===== src/rtl/ifu_pkg.sv =====
// Shared types and widths for the instruction fetch unit.
package ifu_pkg;

    localparam int unsigned INSTR_W = 16;
    localparam int unsigned ADDR_W  = 16;

    typedef enum logic [1:0] {
        StIdle,
        StReq,
        StWait
    } ifu_state_e;

    typedef struct packed {
        logic [INSTR_W-1:0] instr;
        logic [ADDR_W-1:0]  pc;
    } ifu_entry_t;

endpackage


===== src/rtl/ifu_fifo.sv =====
// DEPTH-entry synchronous FIFO holding fetched instruction words with their PCs.
module ifu_fifo
    import ifu_pkg::*;
#(
    parameter int unsigned DEPTH = 2
) (
    input  logic                     clk_pi,
    input  logic                     reset_n_pi,
    input  logic                     push_pi,
    input  logic                     pop_pi,
    input  logic                     flush_pi,
    input  ifu_entry_t               wdata_pi,
    output ifu_entry_t               rdata_po,
    output logic [$clog2(DEPTH):0]   count_po,
    output logic                     full_po,
    output logic                     empty_po
);

    localparam int unsigned PtrW = $clog2(DEPTH);
    localparam int unsigned CntW = PtrW + 1;

    ifu_entry_t            mem_q [DEPTH];
    logic [PtrW-1:0]       rd_ptr_q, wr_ptr_q;
    logic [CntW-1:0]       count_q;
    logic                  do_push, do_pop;

    assign empty_po = (count_q == '0);
    assign full_po  = (count_q == CntW'(DEPTH));
    assign count_po = count_q;
    assign rdata_po = mem_q[rd_ptr_q];

    // A pop frees its slot before a same-cycle push needs it.
    assign do_pop  = pop_pi && !empty_po;
    assign do_push = push_pi && (!full_po || do_pop);

    always_ff @(posedge clk_pi) begin
        if (!reset_n_pi || flush_pi) begin
            rd_ptr_q <= '0;
            wr_ptr_q <= '0;
            count_q  <= '0;
        end else begin
            if (do_push) wr_ptr_q <= wr_ptr_q + 1'b1;
            if (do_pop)  rd_ptr_q <= rd_ptr_q + 1'b1;
            count_q <= count_q + CntW'(do_push) - CntW'(do_pop);
        end
    end

    always_ff @(posedge clk_pi) begin
        if (do_push && reset_n_pi && !flush_pi) mem_q[wr_ptr_q] <= wdata_pi;
    end

endmodule


===== src/rtl/instr_fetch_unit.sv =====
// Fetch stage: one outstanding imem read per PC, buffered into a small queue for decode.
// Optional misaligned-PC fault detection is enabled by defining IFU_ALIGN_CHECK_EN.
module instr_fetch_unit
    import ifu_pkg::*;
#(
    parameter int unsigned DEPTH = 2
) (
    input  logic               clk_pi,
    input  logic               reset_n_pi,
    input  logic [ADDR_W-1:0]  pc_pi,
    output logic               pc_advance_po,
    input  logic               flush_pi,
    output logic               imem_req_po,
    output logic [ADDR_W-1:0]  imem_addr_po,
    input  logic               imem_gnt_pi,
    input  logic               imem_rvalid_pi,
    input  logic [INSTR_W-1:0] imem_rdata_pi,
    output logic               instr_valid_po,
    output logic [INSTR_W-1:0] instr_po,
    output logic [ADDR_W-1:0]  instr_pc_po,
    input  logic               instr_ready_pi,
    output logic               fetch_fault_po
);

    localparam int unsigned CntW = $clog2(DEPTH) + 1;

    ifu_state_e          state_q, state_d;
    logic [ADDR_W-1:0]   addr_q, addr_d;
    logic                drop_q, drop_d;
    logic                fetch_attempt, fetch_blocked;
    logic [ADDR_W-1:0]   req_pc;

    ifu_entry_t          head;
    logic [CntW-1:0]     fifo_count, count_after;
    logic                fifo_full, fifo_empty;
    logic                push, pop, room_after;

    assign pop  = instr_valid_po && instr_ready_pi;
    assign push = imem_rvalid_pi && !drop_q && (state_q == StWait);

    assign count_after = fifo_count + CntW'(push) - CntW'(pop);
    assign room_after  = count_after < CntW'(DEPTH);

`ifdef IFU_ALIGN_CHECK_EN
    logic fault_q;

    assign fetch_blocked  = fault_q || pc_pi[0];
    assign req_pc         = pc_pi;
    assign fetch_fault_po = fault_q;

    always_ff @(posedge clk_pi) begin
        if (!reset_n_pi || flush_pi) begin
            fault_q <= 1'b0;
        end else if (fetch_attempt && pc_pi[0]) begin
            fault_q <= 1'b1;
        end
    end
`else
    logic unused_fetch_attempt;

    assign unused_fetch_attempt = fetch_attempt;
    assign fetch_blocked        = 1'b0;
    assign req_pc               = {pc_pi[ADDR_W-1:1], 1'b0};
    assign fetch_fault_po       = 1'b0;
`endif

    always_comb begin
        state_d       = state_q;
        addr_d        = addr_q;
        drop_d        = drop_q;
        imem_req_po   = 1'b0;
        fetch_attempt = 1'b0;

        // A discarded response is consumed whatever state it lands in.
        if (imem_rvalid_pi && drop_q) drop_d = 1'b0;

        unique case (state_q)
            StIdle: fetch_attempt = !fifo_full && !flush_pi;
            StReq: begin
                imem_req_po = 1'b1;
                if (imem_gnt_pi) begin
                    state_d = StWait;
                    if (flush_pi) drop_d = 1'b1;
                end else if (flush_pi) begin
                    state_d = StIdle;
                end
            end
            StWait: begin
                if (flush_pi && !imem_rvalid_pi) drop_d = 1'b1;
                if (imem_rvalid_pi) begin
                    state_d       = StIdle;
                    fetch_attempt = room_after && !flush_pi;
                end
            end
            default: state_d = StIdle;
        endcase

        if (fetch_attempt && !fetch_blocked) begin
            state_d = StReq;
            addr_d  = req_pc;
        end
    end

    always_ff @(posedge clk_pi) begin
        if (!reset_n_pi) begin
            state_q <= StIdle;
            addr_q  <= '0;
            // An abandoned read may still return; swallow it.
            drop_q  <= (state_q == StWait);
        end else begin
            state_q <= state_d;
            addr_q  <= addr_d;
            drop_q  <= drop_d;
        end
    end

    ifu_fifo #(
        .DEPTH (DEPTH)
    ) u_fifo (
        .clk_pi     (clk_pi),
        .reset_n_pi (reset_n_pi),
        .push_pi    (push),
        .pop_pi     (pop),
        .flush_pi   (flush_pi),
        .wdata_pi   ('{instr: imem_rdata_pi, pc: addr_q}),
        .rdata_po   (head),
        .count_po   (fifo_count),
        .full_po    (fifo_full),
        .empty_po   (fifo_empty)
    );

    assign pc_advance_po  = (imem_req_po && imem_gnt_pi) || flush_pi;
    assign imem_addr_po   = addr_q;
    assign instr_valid_po = !fifo_empty;
    assign instr_po       = instr_valid_po ? head.instr : '0;
    assign instr_pc_po    = instr_valid_po ? head.pc : '0;

endmodule


===== config.mk =====
export PLATFORM = sky130hd
export DESIGN_NAME = instr_fetch_unit
export DESIGN_NICKNAME = d
export VERILOG_FILES = /design/src/rtl/ifu_pkg.sv /design/src/rtl/ifu_fifo.sv /design/src/rtl/instr_fetch_unit.sv
export SDC_FILE = /design/constraint.sdc
export NUM_CORES = 1
export LEC_CHECK = 0
export ABC_AREA = 1
export CAP_MARGIN = 25
export CORE_MARGIN = 2
export CORE_UTILIZATION = 52
export CTS_CLUSTER_DIAMETER = 200
export DETAILED_ROUTE_END_ITERATION = 8
export PLACE_DENSITY = 0.85
export SYNTH_ARGS = -nofsm -noshare
export SYNTH_HDL_FRONTEND = slang
export SYNTH_SLANG_ARGS = --single-unit

===== constraint.sdc =====
create_clock -name clk_pi -period 11 [get_ports clk_pi]
set_input_delay 1.65 -clock clk_pi [delete_from_list [all_inputs] [get_ports clk_pi]]
set_output_delay 1.65 -clock clk_pi [all_outputs]
set_load 0.03 [all_outputs]

==> impl_metrics.csv <==
group,metric,value,unit
outcome,outcome,"finished, final reports clean",
clocking,postCtsSetupBuffers,0,
logic_synthesis,ys_dominant_reg_cell,"sky130_fd_sc_hd__edfxtp_1",
clocking,cts-htree-levels,3,
detailed_routing,detail_route.wirelength,7.215,mm
sta,fin_crit_sh,0.4289,
critical_path,critPathMaxStageDelay,0.66,ns
final_layout,area_growth_syn_to_layout,31.50,%
critical_path,timing.critical_path.from_type,"input port",
critical_path,critical_path.endpoint_type,"output pin",
critical_path,timing.setup.critical_path_class,"in2out",
clocking,ctsResizeCount,0,
critical_path,critPathMostFrequentCell,"sky130_fd_sc_hd__clkdlybuf4s50_1",
detailed_routing,initialDrtViolationCount,153,
sta,rsz0062_at_grt,"no",
grt,wire_length_of_the_first_global_routing_pass,11.21,mm
final_layout,leading_cell_types_in_the_layout_fill_and_taps_excluded,"sky130_fd_sc_hd__nand2_1 (95), sky130_fd_sc_hd__clkdlybuf4s50_1 (85), sky130_fd_sc_hd__edfxtp_1 (62), sky130_fd_sc_hd__a21oi_1 (36), sky130_fd_sc_hd__nor2_1 (25)",
clocking,clk_pin_slew,0.07,ns
sta,worstMarginPinSlew,1.006,ns
sta,final.setup_skew,0.007445,ns
detailed_routing,ant_nets,0,
final_layout,fillers,497,
detailed_routing,detail_route.first_pass.iterations,7,
logic_synthesis,postSynthAreaPerCell,10.59,sq um
clocking,clockRootBuffer,"sky130_fd_sc_hd__clkbuf_8",
critical_path,setup.reg_to_reg.worst_slack,8.66,ns
floorplanning,placement_rows,30,
floorplanning,die_area,0.007498,sq mm
logic_synthesis,synth-edff-count,62,
sta,timing.final.max_slew_violations,0,
pwr,net-switching-power,183.5,uW
placed_design,dp_hpwl,4.788,mm
sta,timing.final.ws_setup,6.282,ns
sta,finalSetupViolations,0,
floorplanning,io-pin-count,90,
clocking,clock_insertion_delay_worst_skew,0.33,ns
hold_path,min_path_cells,1,
critical_path,critical-path-slowest-cell,"sky130_fd_sc_hd__clkdlybuf4s50_1",
sta,max_freq,0.2120,GHz
logic_synthesis,proportion_of_register_bits_with_asynchronous_set_or_reset_after_synthesis,0,
pwr,share_comb_of_total_power,0.171,
pwr,ir_worst_vdd,0.0001350,V
final_layout,drive_above_1_share,0.09198,
final_layout,non_filler_instance_count_after_layout,504,
grt,globalRouteOverflowTotal,0,
critical_path,path_max_fanout,6,
final_layout,layout.cells.most_common,"sky130_fd_sc_hd__nand2_1",
logic_synthesis,post_synth_num_cell_types,26,
grt,overall_global_routing_usage,0.1968,
floorplanning,die-width,86.59,microns
critical_path,cp_num_cells,4,
logic_synthesis,synth-seq-cells,85,
pwr,sequentialPowerShare,0.521,
critical_path,cp_cell_sequence,"clkdlybuf4s50_1 > inv_1 > nand2_1 > clkdlybuf4s50_1",
pwr,power.leakage,0.001749,uW
detailed_routing,drc_errors,0,
grt,first_global_vias,2446,
pwr,internal-power,529.5,uW
floorplanning,design.core.area,0.006681,sq mm
critical_path,arrival_time_at_the_worst_endpoint,3.07,ns
final_layout,regArea,0.002322,sq mm
placed_design,placed_cells,488,
placed_design,placement.io_buffers,85,
critical_path,worst-r2r-cell-count,8,
sta,relative_slew_slack,0.3284,
final_layout,antenna-diode-count,0,
clocking,tritoncts_num_sinks,85,
clocking,cts_buffers,9,
pwr,power_frac_clock,0.308,
flow_run,max_cap_violations,0,
critical_path,worst_path_dominant_cell_family,"buffers and inverters",
floorplanning,chipHeight,86.59,microns
final_layout,nets,463,
critical_path,required,9.35,ns
clocking,ctsHoldBuffers,0,
sta,fin_tns_setup,0,ns
detailed_routing,post_drt_wl_per_cell,14.32,microns
logic_synthesis,syn_inst,335,
logic_synthesis,synth_seq_area_share,0.6547,
critical_path,cp.buffers_inverters,3,
hold_path,worstHoldPathType,"reg2reg",
logic_synthesis,synthesis.yosys.warnings,0,
clocking,tritoncts,"yes",
floorplanning,initial_utilization,0.5309,
grt,grt_max_degree,32,
final_layout,multi_input_comb_area,0.001062,sq mm
pwr,power.density,152.9,mW/mm^2
pwr,sw_frac_of_total,0.2574,
detailed_routing,num_vias,2567,
clocking,clock_buffer_depth,2,
placed_design,gp_congestion,0.8793,
detailed_routing,vias_per_cell,5.093,
placed_design,post-place-ws,6.289,ns
sta,finalWorstPathRequiredPeriod,4.718,ns
grt,grt_antenna_before_repair,0,
sta,finalHoldViolations,0,
logic_synthesis,mappedNetlistArea,0.003547,sq mm
==> cell families after synthesis <==
group / after synthesis / share of synthesized area
other: 1 / 0.001057
DFF: 85 / 0.6547
adders and majority gates: 6 / 0.02116
buffers and inverters: 39 / 0.05221
AOI/OAI and AO/OA: 43 / 0.06173
and+or+nand+nor: 161 / 0.2092
==> routing by layer <==
metal  up-vias  global-route usage  routed length, microns
li1       1276                   -                       -
met1      1200              0.2433                    3087
met2        81              0.3357                    3653
met3        10             0.03333                     337
met4         0             0.09517                     136
met5         -                   0                       0
==> state kept, by name, summed over array words and instances (netlist names), named ones only <==
register / count
u_fifo.wr_ptr_q: 1
u_fifo.count_po: 2
drop_q: 1
u_fifo.rd_ptr_q: 1
state_q: 2
imem_addr_po: 15
u_fifo.mem_q: 62
==> final timing paths <==
check                                                  start                            end
worst max-delay path                                flush_pi                  pc_advance_po
worst max register to register       state_q[0]$_SDFFE_PN0P_  u_fifo.mem_q[0][12]$_DFFE_PP_
worst min register to register  u_fifo.rd_ptr_q$_SDFFE_PP0P_   u_fifo.rd_ptr_q$_SDFFE_PP0P_
worst min-delay path            u_fifo.rd_ptr_q$_SDFFE_PP0P_   u_fifo.rd_ptr_q$_SDFFE_PP0P_
==> cell usage after synthesis (2+ instances only) <==
cell type | count | area, sq um
sky130_fd_sc_hd__o21ai_0 | 5 | 25.02
sky130_fd_sc_hd__clkbuf_1 | 11 | 41.29
sky130_fd_sc_hd__edfxtp_1 | 62 | 1862
sky130_fd_sc_hd__dfxtp_1 | 23 | 460.4
sky130_fd_sc_hd__nor2_1 | 27 | 101.4
sky130_fd_sc_hd__a21oi_1 | 36 | 180.2
sky130_fd_sc_hd__nand3b_1 | 15 | 112.6
sky130_fd_sc_hd__nor3_1 | 4 | 20.02
sky130_fd_sc_hd__buf_4 | 3 | 22.52
sky130_fd_sc_hd__nand3_1 | 2 | 10.01
sky130_fd_sc_hd__inv_1 | 21 | 78.83
sky130_fd_sc_hd__ha_1 | 6 | 75.07
sky130_fd_sc_hd__nand2_1 | 95 | 356.6
sky130_fd_sc_hd__nand2_2 | 3 | 18.77
sky130_fd_sc_hd__nand3_2 | 2 | 20.02
sky130_fd_sc_hd__nor2_2 | 10 | 62.56
==> worst register-to-register path, cell delays in order, from the launching register on <==
cell and delay, ns:
sky130_fd_sc_hd__dfxtp_1 0.34, sky130_fd_sc_hd__inv_1 0.09, sky130_fd_sc_hd__ha_1 0.20, sky130_fd_sc_hd__nand2_2 0.10, sky130_fd_sc_hd__nor2_4 0.12, sky130_fd_sc_hd__o21ai_0 0.17, sky130_fd_sc_hd__inv_1 0.12, sky130_fd_sc_hd__nand2_1 0.10
sky130_fd_sc_hd__nor2_4 0.72
==> per-stage QoR <==
stage          total power (uW)  utilization  hold WS, ns  cell area, sq um
2_1_floorplan             453.4            -       0.4255              3555
3_3_place_gp              495.4       0.6639       0.4382              4436
3_5_place_dp              500.0       0.6680       0.4456              4463
4_1_cts                   717.9       0.6981       0.4687              4664
5_1_grt                   740.4       0.6981       0.4974              4664
6_report                  713.0       0.6981       0.4798              4664
==> power by group through the flow <==
stage	logic (uW)	clock network [uW]	registers (uW)
global route	132	235	373
floorplan	60.6	0	393
detailed placement	122	0	378
global placement	118	0	377
finish	122	220	371
CTS	123	224	371
==> layout make-up <==
type	instances	area share
flip-flops and latches	85	0.4979
multi-input cells	213	0.2277
repair buffers	88	0.1915
clock buffers	12	0.03353
well taps	80	0.02146
inverters	22	0.01824
clock inverters	4	0.009657
(Power assumes the default switching activity.)
==> patch 1 (same flow settings) <==
Build with the macro `IFU_ALIGN_CHECK_EN` defined.
--- a/src/rtl/instr_fetch_unit.sv
+++ b/src/rtl/instr_fetch_unit.sv
@@ -1,5 +1,7 @@
 // Fetch stage: one outstanding imem read per PC, buffered into a small queue for decode.
 // Optional misaligned-PC fault detection is enabled by defining IFU_ALIGN_CHECK_EN.
+`define IFU_ALIGN_CHECK_EN
+
 module instr_fetch_unit
     import ifu_pkg::*;
 #(
Formal check against the unedited RTL: not equivalent (a bounded check fails within 4 cycles, from zero or initial values and one cycle with reset_n_pi low).
==> patch 1 against the original RTL <==
Sequential cell count increased by 4; routed wire length is 2.0% higher; highest routed layer unchanged; critical endpoint unchanged; count of clock-buffer cells in the layout down 2; synthesized area grew 3.2%; design area grew 4.8%; critical path type unchanged; hold slack got worse by 0.0089 ns; worst setup slack improved by 0.0061 ns.
Power is not compared: it rests on default switching activity, and its combinational part moved more than twofold at a synthesized area within 25%.
==> patch 1: results (changes against the original RTL) <==
YOSYSUNIQUECELLTYPES=24  # -7.7%
SYNTH_COMPOUND_GATE_AREA_SHARE_PCT=8.41  # +2.2 points
HOLDPATHEND='u_fifo.wr_ptr_q'
SYNTH_FLOP_CELL='sky130_fd_sc_hd__edfxtp_1'
PATH_MAX_FANOUT=4  # -2
MIN_DELAY_PATH_DEPTH=2  # +1
ROUTABILITYCONGESTION=0.896  # +1.9%
HOLD_PATH.STARTPOINT='u_fifo.wr_ptr_q'
DETAIL_ROUTE.FIRST_PASS.ITERATIONS=4  # -3
CLK-INSERTION-DELAY-LATE_NS=0.35  # +0.02 ns
YOSYS_WARNINGS=0  # unchanged
CRIT_ARRIVAL_NS=3.06  # about the same
OUTCOME='finished, final reports clean'
GRT_USAGE_PCT=20.0  # +0.35 points
LAYOUT-DRIVE-GT1-SHARE_PCT=6.64  # -2.6 points
POST-DP-HPWL_MM=5.00  # +4.3%
GRT_START_MAX_NET_PINS=34  # +6.3%
SEQUENTIAL_SHARE_OF_THE_SYNTHESIZED_AREA_PCT=66.2  # +0.70 points
FILL_CELLS=487  # -2.0%
NUM_VIAS=2726  # +6.2%
DPL_WORST_SLACK_NS=6.30  # +0.0150 ns
LARGEST_REG_FLOPS=64  # +3.2%
NUMBER_OF_ENABLE_FLIP_FLOP_CELLS_AFTER_SYNTHESIS=64  # +3.2%
R2R_START='state_q[0]'
CAP_VIOL_MAX_COUNT=0  # unchanged
POWER.COMBINATIONAL.TOTAL_W=0.0000599
CRIT-REG2REG-CAPTURE='u_fifo.mem_q[0][26]'
SYNTH_ADDER_AREA_SHARE_PCT=2.05  # -0.066 points
INITIAL_DRT_MARKERS=172  # +12%
CTS.PATH.MAX_BUFFERS=2  # unchanged
WIRE_LENGTH_OF_THE_FIRST_GLOBAL_ROUTING_PASS_MM=11.7  # +4.7%
ASYNC_RESET_FF_SHARE_PCT=0  # unchanged
NETLIST_TOP_CELLS_AREA='sky130_fd_sc_hd__edfxtp_1 52%, sky130_fd_sc_hd__dfxtp_1 14%, sky130_fd_sc_hd__nand2_1 10%'
FIN_WORST_HOLD_SLACK_NS=0.471  # -0.00889 ns
ANTENNA_FOUND_INITIAL=0  # unchanged
POST_SYNTH_INST_COUNT=361  # +7.8%
COMMONEST_CELLS_IN_THE_NETLIST='98 x sky130_fd_sc_hd__nand2_1, 64 x sky130_fd_sc_hd__edfxtp_1, 53 x sky130_fd_sc_hd__a21oi_1, 35 x sky130_fd_sc_hd__inv_1, 28 x sky130_fd_sc_hd__nor2_1'
GRT_PASS1_VIAS=2508  # +2.5%
PORTBUFFERS=89  # +4.7%
TIMING.MAX_SLEW.REL_SLACK_PCT=36.0  # +3.1 points
NUM-NETS-FINAL=491  # +6.0%
PLACED_CELLS_INCL_TAPS=532  # +9.0%
DPL-INSTANCE-AREA_UM2=4670  # +4.6%
FINALNONFILLERCELLS=548  # +8.7%
WL_PER_CELL_UM=13.4  # -6.2%
## patch 1: layout make-up
class	instances	area, um2	area share [%]
flip-flops and latches	89	2420	49.6
multi-input cells	218	1030	21.1
repair buffers	93	961	19.7
inverters	36	135	2.76
clock buffers	10	128	2.61
well taps	96	120	2.46
clock inverters	6	92.6	1.89
## patch 1: layer usage
layer  wire length [um]  vias up  global-route usage [%]
li1                   -     1368                       -
met1               3260     1248                    27.1
met2               3500       97                    31.7
met3                417       13                    3.11
met4                184        0                    10.1
met5                  0        -                       0
## patch 1: worst max-delay path by stage
stage | start | depth (start not counted) | end | slack, ns
final | flush_pi | 4 | pc_advance_po | 6.29
after global routing | flush_pi | 4 | pc_advance_po | 6.24
after CTS | flush_pi | 4 | pc_advance_po | 6.30
after detailed placement | flush_pi | 4 | pc_advance_po | 6.30
after global placement | flush_pi | 4 | pc_advance_po | 6.36
after floorplan | reset_n_pi | 5 | u_fifo.mem_q[1][0] | 6.18
==> patch 2 (same flow settings) <==
Without the edit above. The 3 states of `ifu_state_e` get a one-hot encoding in 3 bits.
--- a/src/rtl/ifu_pkg.sv
+++ b/src/rtl/ifu_pkg.sv
@@ -4,10 +4,10 @@
     localparam int unsigned INSTR_W = 16;
     localparam int unsigned ADDR_W  = 16;
 
-    typedef enum logic [1:0] {
-        StIdle,
-        StReq,
-        StWait
+    typedef enum logic [2:0] {
+        StIdle = 3'b001,
+        StReq  = 3'b010,
+        StWait = 3'b100
     } ifu_state_e;
 
     typedef struct packed {
Formal check against the unedited RTL: same outputs for any inputs over 10 cycles, from zero or initial values and one cycle with reset_n_pi low; not proved beyond that.
==> patch 2 against the original RTL <==
First-iteration DRC count shrank 9.2%; power shrank 9.7%; critical path depth is the same; sequential cell count grew 1; clock skew grew 0.0014 ns; synthesized area shrank 1.3%; routed wire length shrank 4.0%; worst setup slack gained 0.0063 ns; design area shrank 1.4%; largest cell class unchanged; largest power group unchanged.
==> patch 2: results (changes against the original RTL) <==
CLKSINKCOUNT=86  # +1.2%
POST-DP-HPWL_MM=4.62  # -3.4%
R2R_START='u_fifo.count_po[1]'
DETAIL_ROUTE.FIRST_PASS.ITERATIONS=4  # -3
COMMONEST_CELLS_IN_THE_NETLIST='89 x sky130_fd_sc_hd__nand2_1, 62 x sky130_fd_sc_hd__edfxtp_1, 52 x sky130_fd_sc_hd__a21oi_1, 33 x sky130_fd_sc_hd__inv_1'
POWER.IR.VDD_WORST_V=0.0000770  # -43%
SEQUENTIAL_SHARE_OF_THE_SYNTHESIZED_AREA_PCT=66.9  # +1.5 points
DEPTH_OF_THE_MOST_CRITICAL_REG_TO_REG_PATH=9  # +1
CRIT_ARRIVAL_NS=3.06  # about the same
GRT_START_MAX_NET_PINS=34  # +6.3%
GRT_PASS1_VIAS=2392  # -2.2%
MIN_DELAY_PATH_DEPTH=1  # unchanged
LAYOUT-DRIVE-GT1-SHARE_PCT=6.28  # -2.9 points
GRT_USAGE_PCT=19.4  # -0.26 points
NUM-NETS-FINAL=465  # +0.43%
FILL_CELLS=481  # -3.2%
OUTCOME='finished, final reports clean'
ROUTABILITYCONGESTION=0.764  # -13%
NETLIST_TOP_CELLS_AREA='sky130_fd_sc_hd__edfxtp_1 53%, sky130_fd_sc_hd__dfxtp_1 14%, sky130_fd_sc_hd__nand2_1 9.5%'
NUM_VIAS=2600  # +1.3%
YOSYSUNIQUECELLTYPES=22  # -15%
LEAKAGE_nW=1.76  # +0.82%
INITIAL_DRT_MARKERS=139  # -9.2%
CRIT_START='flush_pi'
CLOCK_SKEW_NS=0.00886  # +0.00142 ns
WIRELENGTH_MM=6.93  # -4.0%
[patch 2: cell types whose count changed after synthesis, moves of 4 or more]
| cell | delta |
|---|---|
| sky130_fd_sc_hd__a21oi_1 | +16 |
| sky130_fd_sc_hd__buf_2 | +4 |
| sky130_fd_sc_hd__ha_1 | -4 |
| sky130_fd_sc_hd__inv_1 | +12 |
| sky130_fd_sc_hd__nand2_1 | -6 |
| sky130_fd_sc_hd__nand3_1 | +17 |
| sky130_fd_sc_hd__nand3b_1 | -15 |
| sky130_fd_sc_hd__nor2_2 | -9 |
[patch 2: path summary, 6_finish.rpt]
check / to / slack (ns)
max: pc_advance_po / 6.29
min: u_fifo.rd_ptr_q / 0.46
max reg2reg: imem_addr_po[10] / 8.27
min reg2reg: u_fifo.rd_ptr_q / 0.46
[patch 2: stage by stage]
stage | hold slack, ns | std cells | instance area, um2
6_report | 0.461 | 507 | 4600
5_1_grt | 0.492 | 507 | 4600
4_1_cts | 0.459 | 505 | 4560
3_5_place_dp | 0.439 | 489 | 4370
3_3_place_gp | 0.436 | 489 | 4370
2_1_floorplan | 0.425 | 344 | 3510
[patch 2: layer usage]
layer,up-vias,part of all wire [%],wire [um],track usage (%)
met5,-,0,0,0
met4,0,0.78,54,9.24
met3,6,7.8,543,3.75
met2,99,46,3220,29.7
met1,1187,45,3110,26.8
li1,1308,-,-,-
[patch 2: where the power goes]
group / internal [W] / total, W / switching, W
Sequential: 0.000357 / 0.000367 / 0.00000967
Combinational: 0.0000362 / 0.0000775 / 0.0000413
Clock: 0.0000954 / 0.000199 / 0.000104
[patch 2: cell families after synthesis]
| logic type | after synthesis | synth area share (%) |
|---|---|---|
| flops | 86 | 66.9 |
| other cells | 1 | 0.107 |
| fa+ha+maj | 2 | 0.715 |
| buf+inv | 53 | 6.83 |
| compound gates | 59 | 8.62 |
| xor+xnor | 1 | 0.250 |
| simple gates | 140 | 16.6 |
[patch 2: final cells by class]
class,instances,share of cell area (%)
tap,77,2.10
sequential,86,50.9
multi-input combinational,205,20.4
clock inverter,5,0.680
inverter,33,2.69
timing repair buffer,90,19.9
clock buffer,11,3.32
